[config.mk]
export PLATFORM = sky130hd
export DESIGN_NAME = led_bar_sequencer
export DESIGN_NICKNAME = d
export VERILOG_FILES = /design/src/rtl/led_bar_sequencer.sv
export SDC_FILE = /design/constraint.sdc
export NUM_CORES = 1
export LEC_CHECK = 0
export ABC_AREA = 1
export CORE_AREA = 2 2 114 89
export CTS_CLUSTER_DIAMETER = 200
export DETAILED_ROUTE_END_ITERATION = 8
export DIE_AREA = 0 0 116 91
export RECOVER_POWER = 50
export SYNTH_ARGS = -nofsm -noshare
export SYNTH_HDL_FRONTEND = slang
export SYNTH_SLANG_ARGS = --single-unit
[constraint.sdc]
create_clock -name iCLK -period 1.75 [get_ports iCLK]
set_input_delay 0.35 -clock iCLK [delete_from_list [all_inputs] [get_ports iCLK]]
set_output_delay 0.35 -clock iCLK [all_outputs]
set_load 0.1 [all_outputs]
[src/rtl/led_bar_sequencer.sv]
// led_bar_sequencer: Snake VGA LED bar sequencer (idle marquee, play fill bar, game-over sweep, hold).
module led_bar_sequencer #(
  parameter int TICK_DIV    = 2500000,
  parameter int SWEEP_LOOPS = 3,
  parameter int SCORE_W     = 8
) (
  input  logic               iCLK,
  input  logic               iRST,
  input  logic               iStart,
  input  logic               iEat,
  input  logic               iGameOver,
  input  logic               iPause,
  output logic [9:0]         oOutgo,
  output logic               oHand,
  output logic [SCORE_W-1:0] oScore,
  output logic [1:0]         oState,
  output logic               oSweepDone
);
  localparam int TW = $clog2(TICK_DIV);
  typedef enum logic [1:0] {IDLE = 2'd0, PLAY = 2'd1, SWEEP = 2'd2, HOLD = 2'd3} state_t;
  state_t             state, stateNext;
  logic [4:0]         outgo, outgoNext;
  logic [3:0]         bar, barNext;
  logic [3:0]         loopCnt, loopNext;
  logic [TW-1:0]      tickCnt, tickNext;
  logic [SCORE_W-1:0] score, scoreNext;
  logic               hand, handNext, done, doneNext, tick;
  always_ff @(posedge iCLK) begin
    if (iRST) begin
      state   <= IDLE;
      outgo   <= '0;
      bar     <= '0;
      loopCnt <= '0;
      tickCnt <= '0;
      score   <= '0;
      hand    <= 1'b0;
      done    <= 1'b0;
    end else begin
      state   <= stateNext;
      outgo   <= outgoNext;
      bar     <= barNext;
      loopCnt <= loopNext;
      tickCnt <= tickNext;
      score   <= scoreNext;
      hand    <= handNext;
      done    <= doneNext;
    end
  end
  always_comb begin
    tick      = tickCnt == TW'(TICK_DIV - 1);
    stateNext = state;
    outgoNext = outgo;
    barNext   = bar;
    loopNext  = loopCnt;
    scoreNext = score;
    handNext  = 1'b0;
    doneNext  = 1'b0;
    case (state)
      IDLE: begin
        if (iStart) begin
          stateNext = PLAY;
          scoreNext = '0;
          barNext   = '0;
          outgoNext = '0;
        end else if (tick) outgoNext = (outgo == 5'd19) ? 5'd0 : outgo + 5'd1;
      end
      PLAY: begin
        if (iGameOver) begin
          stateNext = SWEEP;
          outgoNext = '0;
          loopNext  = '0;
        end else begin
          handNext = iPause;
          if (iEat && !iPause) begin
            scoreNext = (score == '1) ? score : score + 1'b1;
            barNext   = (bar == 4'd10) ? 4'd1 : bar + 4'd1;
            outgoNext = 5'(barNext);
          end
        end
      end
      SWEEP: begin
        // one loop ends on the tick that wraps 19 back to 0
        if (tick && outgo == 5'd19) begin
          if (loopCnt + 4'd1 == 4'(SWEEP_LOOPS)) begin
            stateNext = HOLD;
            outgoNext = 5'd20;
            doneNext  = 1'b1;
          end else begin
            outgoNext = '0;
            loopNext  = loopCnt + 4'd1;
          end
        end else if (tick) outgoNext = outgo + 5'd1;
      end
      HOLD: begin
        if (iStart && !iGameOver) begin
          stateNext = PLAY;
          scoreNext = '0;
          barNext   = '0;
          outgoNext = '0;
        end else outgoNext = 5'd20;
      end
    endcase
    tickNext = (stateNext != state || tick) ? '0 : tickCnt + TW'(1);
  end
  assign oOutgo     = {5'd0, outgo};
  assign oHand      = hand;
  assign oScore     = score;
  assign oState     = state;
  assign oSweepDone = done;
endmodule
==> impl_metrics.json, run 1 <==
{
  "die_area_sq_mm": 0.0106,
  "p_int_mw": 2.05,
  "fin_crit_ps": 1650,
  "synthSimpleGateAreaFrac": 0.379,
  "grt_overflow": 0,
  "hpwl_um": 5170,
  "grt_pass1_wl_um": 11400,
  "cp_slowest_cell": "dfxtp_1",
  "setup_viol": 0,
  "crit_family": "simple AND/OR/NAND/NOR gates",
  "diodes": 0,
  "layout.nets": 491,
  "path_clk_slew_ps": 60,
  "mappedNetlistArea_sq_mm": 0.00277,
  "critical_path_buf_inv_count": 2,
  "synth_top_area_share": 0.340,
  "crit_type": "flip-flop to flip-flop",
  "grt_busiest_layer": "met2",
  "cts_made_buffers": 5,
  "synth_most_common_cell": "nand2_1",
  "synth_top_area_cell": "dfxtp_1",
  "portBuffers": 22,
  "cts_max_level": 2,
  "synth_area_per_cell_sq_um": 6.86,
  "pre_cts_ws_ps": -215,
  "grtUsageTotal": 0.131,
  "finalInstanceArea_sq_mm": 0.00382,
  "core_sq_mm": 0.00939,
  "cts.sinks": 47,
  "antenna_found_initial": 0,
  "worstSetupStartpointType": "flip-flop",
  "ant_nets": 0,
  "status": "completed",
  "yosysWarnings": 0,
  "r2r_cells": 12,
  "synth_compound_area_frac": 0.0597,
  "wirelength_um": 6680,
  "yosys-top-cells-count": "nand2_1, inv_1, nor2_1, dfxtp_1, nand3_1",
  "io_pins": 28,
  "final_max_slew_viol_count": 0,
  "min_from": "oScore[4]",
  "required_ps": 1920,
  "wire_per_inst_um": 10.9,
  "use_met2": 0.200,
  "yosys_register_bits": 47,
  "rrSetupSlack_ps": 100,
  "synth_top_family_by_area": "simple AND/OR/NAND/NOR gates",
  "switchingPower_mw": 0.977,
  "die_h_um": 91,
  "maxClockFrequency_mhz": 605,
  "dpl_cell_area_sq_mm": 0.00364,
  "num_vias": 2673,
  "use_met1": 0.189,
  "p_leak_nw": 1.55,
  "cts_root_buf": "clkbuf_16",
  "vias_per_cell": 4.37,
  "rows": 31,
  "place_inst": 596,
  "firstDrtPassIters": 5,
  "fillers": 999,
  "reg2reg_from": "tickCnt[21]",
  "first_global_vias": 2472,
  "yosys-top-cells-area": "dfxtp_1, nand2_1, inv_1, nor2_1, nand3_1",
  "timing.final.ws_setup_ps": 95.9,
  "cp.arrival_ps": 1830,
  "cap_violations": 0,
  "synth_top_flop_cell": "dfxtp_1",
  "worstPathCellList": "inv_1, nor2_1, nand2_1, nor2_4, nand3_4, nor2_4, nand2_2, nand2_2, nand3_2, nand2_4, clkbuf_16, nor2_2",
  "min_path_cells": 2,
  "synthMuxAreaShare": 0,
  "rr_endpoint": "tickCnt[3]",
  "p_sw_frac": 0.323,
  "holdPathEnd": "oScore[4]",
  "synth-async-reset-ratio": 0,
  "cts_max_path_buffers": 2,
  "final_cells": 611,
  "drive_gt1_frac": 0.317,
  "met3_usage": 0.0240,
  "max_stage_delay_ps": 350,
  "cts_hold_buf": 0,
  "hp-class": "flip-flop to flip-flop",
  "relSlewSlack": 0.637,
  "start_util": 0.295,
  "synth_edf_count": 0,
  "pwr-share-seq": 0.382,
  "synth_xor_area_frac": 0.0760,
  "vdd_ir_drop_max_v": 0.000372,
  "area_growth_pct": 38.3,
  "combPwrFrac": 0.270,
  "drc": 0,
  "synth_cells": 403,
  "worst_hold_slack_ps": 477,
  "tightest_slew_ps": 546,
  "fp.dieW_um": 116,
  "synthAdderAreaFrac": 0.0317,
  "cts_tree": "built",
  "gp_congestion": 0.858,
  "fin_crit_sh": 0.945,
  "grt_max_degree": 16,
  "powerDensity_mw_per_mm2": 792,
  "path_max_fanout": 6,
  "skew_ps": 3.01,
  "synth.distinct_cells": 31,
  "clock_latency_ps": 280,
  "hold_viol": 0,
  "end_kind": "flip-flop",
  "initialDrtViolationCount": 146,
  "synth_seq_area_share": 0.340,
  "clkPwrFrac": 0.348
}
-- worst max path at each step --
stage / from / to / slack (ps) / cells past startpoint
6_report: tickCnt[21] / tickCnt[3] / 100 / 12
2_1_floorplan: oScore[0] / oScore[4] / 10 / 10
5_1_grt: tickCnt[21] / tickCnt[10] / -7 / 12
4_1_cts: tickCnt[0] / loopCnt[1] / 10 / 10
3_3_place_gp: iGameOver / oScore[2] / -150 / 11
3_5_place_dp: iGameOver / oScore[2] / -210 / 11
-- tightest hold or removal path: stages, from the launching register on --
cell	delay (ps)
dfxtp_2	330
a21oi_1	40
nor2_1	70
-- power by group through the flow --
stage	sequential [mW]	combinational [mW]	clock, mW
after global routing	1.16	0.883	1.14
after floorplan	1.37	0.357	0
final	1.16	0.818	1.06
after global placement	1.18	0.814	0
after CTS	1.16	0.824	1.09
after detailed placement	1.19	0.820	0
-- per-stage QoR --
stage	util	TNS, ps	power (mW)
after detailed placement	0.388	-3710	2.01
after CTS	0.406	0	3.08
after floorplan	-	0	1.73
after global placement	0.388	-2490	2.00
after global routing	0.407	-25.1	3.19
final	0.407	0	3.03
-- repair_timing --
| item | in CTS | in global routing |
|---|---|---|
| endpoints found under the setup margin | 31 | 38 |
| buffers inserted | 0 | 6 |
| pin swaps | 1 | 9 |
| gates resized for setup | 4 | 29 |
| cloned | 0 | 1 |
-- registers in the layout, summed over array words and instances, names as in the netlist --
| signal | count |
|---|---|
| oHand | 1 |
| oScore | 8 |
| outgo | 5 |
| oState | 2 |
| loopCnt | 4 |
| oSweepDone | 1 |
| bar | 4 |
| tickCnt | 22 |
-- routing by layer --
layer	part of all wire	wire length, um
met1	0.50	3370
met2	0.46	3060
met5	0	0
met4	0.0066	44
met3	0.031	204
-- cells in the final DEF (no fill, tap or decap), types with 8 or more instances in the layout --
cell      netlist  final
buf_12          2      8
dfxtp_1        47     33
nand2_1        81     80
dfxtp_2         0      8
nor2_2         25     32
inv_1          57     56
clkbuf_2        0     11
a21oi_1        17     17
nor2_1         54     43
xor2_1         17     17
nand4_1         9      9
nand3_1        34     30
buf_4           5     48
-- final cells by class --
type                            instances  area, sq um  area share
Multi-Input combinational cell        291         1650       0.430
Inverter                               60          225      0.0589
Clock buffer                            5          125      0.0327
Sequential cell                        47          973       0.255
Clock inverter                          3         38.8      0.0101
Tap cell                              132          165      0.0432
Timing Repair Buffer                   73          651       0.170
-- kinds of logic after synthesis --
family	after synthesis
and+or+nand+nor	226
buffers and inverters	69
DFF	47
AOI/OAI and AO/OA	29
xor gates and xnor gates	24
adders and majority gates	7
other	1
(Power assumes the default switching activity.)
==> run 2, diff against run 1 <==
- clock period: 1.75 -> 1.4 ns (I/O delays scaled with it)
==> impl_metrics.json, run 2 (same netlist as run 1, synthesis figures left out) <==
{
  "status": "finished, violations left",
  "violations": "negative setup slack",
  "combPwrFrac": 0.331,
  "path_max_fanout": 8,
  "fillers": 848,
  "path_clk_slew_ps": 70,
  "final_max_slew_viol_count": 0,
  "antenna_found_initial": 0,
  "cts_max_path_buffers": 2,
  "use_met2": 0.246,
  "switchingPower_mw": 1.39,
  "num_vias": 2954,
  "grt_pass1_wl_um": 12800,
  "start_util": 0.295,
  "vdd_ir_drop_max_v": 0.000516,
  "hold_viol": 0,
  "powerDensity_mw_per_mm2": 867,
  "required_ps": 1580,
  "cp.arrival_ps": 1880,
  "final_cell_mix": "buf_4, nand2_1, inv_1, nor2_1, nor2_2",
  "grt_max_degree": 15,
  "diodes": 0,
  "use_met1": 0.203,
  "io_pins": 28,
  "dpl_cell_area_sq_mm": 0.00409,
  "ant_nets": 0,
  "die_h_um": 91,
  "regMostFlops": "tickCnt",
  "end_kind": "flip-flop",
  "crit_type": "flip-flop to flip-flop",
  "worst_hold_slack_ps": 489,
  "largest_register_ffs": 22,
  "clock_latency_ps": 290,
  "vias_per_cell": 4.36,
  "area_growth_pct": 77.0,
  "p_int_mw": 2.85,
  "grt_overflow": 0,
  "finalInstanceArea_sq_mm": 0.00489,
  "gp_congestion": 0.834,
  "layout_commonest_cell": "buf_4",
  "initialDrtViolationCount": 119,
  "met3_usage": 0.0234,
  "pre_cts_ws_ps": -432,
  "core_sq_mm": 0.00939,
  "multi_input_area_sq_mm": 0.00204,
  "setup_viol": 40,
  "final_cells": 677,
  "rrSetupSlack_ps": -300,
  "cts_tree": "built",
  "hpwl_um": 5590,
  "pwr-share-seq": 0.337,
  "wirelength_um": 8170,
  "cts.sinks": 47,
  "die_area_sq_mm": 0.0106,
  "portBuffers": 22,
  "layout.nets": 557,
  "grtUsageTotal": 0.149,
  "fin_crit_sh": 1.21,
  "drive_gt1_frac": 0.539,
  "first_global_vias": 2869,
  "seq_area_sq_mm": 0.00100,
  "firstDrtPassIters": 4,
  "finalSetupTns_ps": -8160,
  "fin_crit_ps": 1700,
  "fin_util": 0.521,
  "cts_root_buf": "clkbuf_16",
  "p_total_mw": 4.25,
  "wire_per_inst_um": 12.1,
  "skew_ps": 3.60,
  "clkPwrFrac": 0.332,
  "p_sw_frac": 0.328,
  "p_leak_nw": 2.03,
  "place_inst": 644,
  "hp-class": "flip-flop to flip-flop",
  "timing.final.ws_setup_ps": -298,
  "grt_busiest_layer": "met2",
  "cap_violations": 0,
  "rows": 31,
  "rsz0062_at_grt": "yes",
  "fp.dieW_um": 116,
  "drc": 0,
  "worstSetupStartpointType": "flip-flop",
  "maxClockFrequency_mhz": 589,
  "cts_max_level": 2,
  "cts_made_buffers": 5
}
run 2: cell types whose count changed in the layout (fill, tap and decap cells not counted), sizes merged:
cell and delta:
buf +73, clkbuf -6, clkdlybuf4s50 -2, dlymetal6s2s +2, clkinv -1
run 2: power groups by stage:
stage	registers [mW]	logic [mW]	clock network, mW
2_1_floorplan	1.72	0.475	0
3_3_place_gp	1.46	1.16	0
3_5_place_dp	1.46	1.16	0
4_1_cts	1.43	1.29	1.44
5_1_grt	1.44	1.50	1.50
6_report	1.43	1.41	1.41
run 2: routing by layer:
metal / share of wire / up-vias
met4: 0.0093 / 0
met1: 0.47 / 1368
li1: - / 1538
met3: 0.023 / 7
met5: 0 / -
met2: 0.50 / 41
run 2: worst paths after layout:
path                   start    endpoint  cells past startpoint
setup reg to reg  tickCnt[6]  tickCnt[7]                     12
hold / removal        bar[2]      bar[2]                      2
hold reg to reg       bar[2]      bar[2]                      2
setup / recovery  tickCnt[6]  tickCnt[7]                     12
run 2: final cells by class:
class	instances	share of cell area
timing repair buffer	139	0.262
sequential	47	0.204
inverter	60	0.0473
tap	132	0.0337
clock inverter	2	0.00716
clock buffer	6	0.0284
multi-input combinational	291	0.417
run 2: repair_timing:
item	in CTS	in global routing
hold buffers	0	0
resized for setup	35	97
cloned	1	0
pin swaps	20	36
endpoints found under the setup margin	41	45
setup buffers	12	16
run 2: worst max-delay path, cell delays in order, from the launching register on:
cell     delay [ps]
dfxtp_2         340
nor2_4          120
nand2_1          90
nor2_2          160
nand3_2         130
nor2_4          110
nand2_2          90
nand2_2          80
nand3_2          80
nand2_4         110
buf_12          110
buf_12          120
nor2_2           30
==> run 3, diff against run 2 <==
- CTS_BUF_LIST: not set -> sky130_fd_sc_hd__clkbuf_4 sky130_fd_sc_hd__clkbuf_8 sky130_fd_sc_hd__clkbuf_16
- SLEW_MARGIN: not set -> 30
==> results of run 3 <==
Final layout, timing and power as in run 2 (identical DEF).
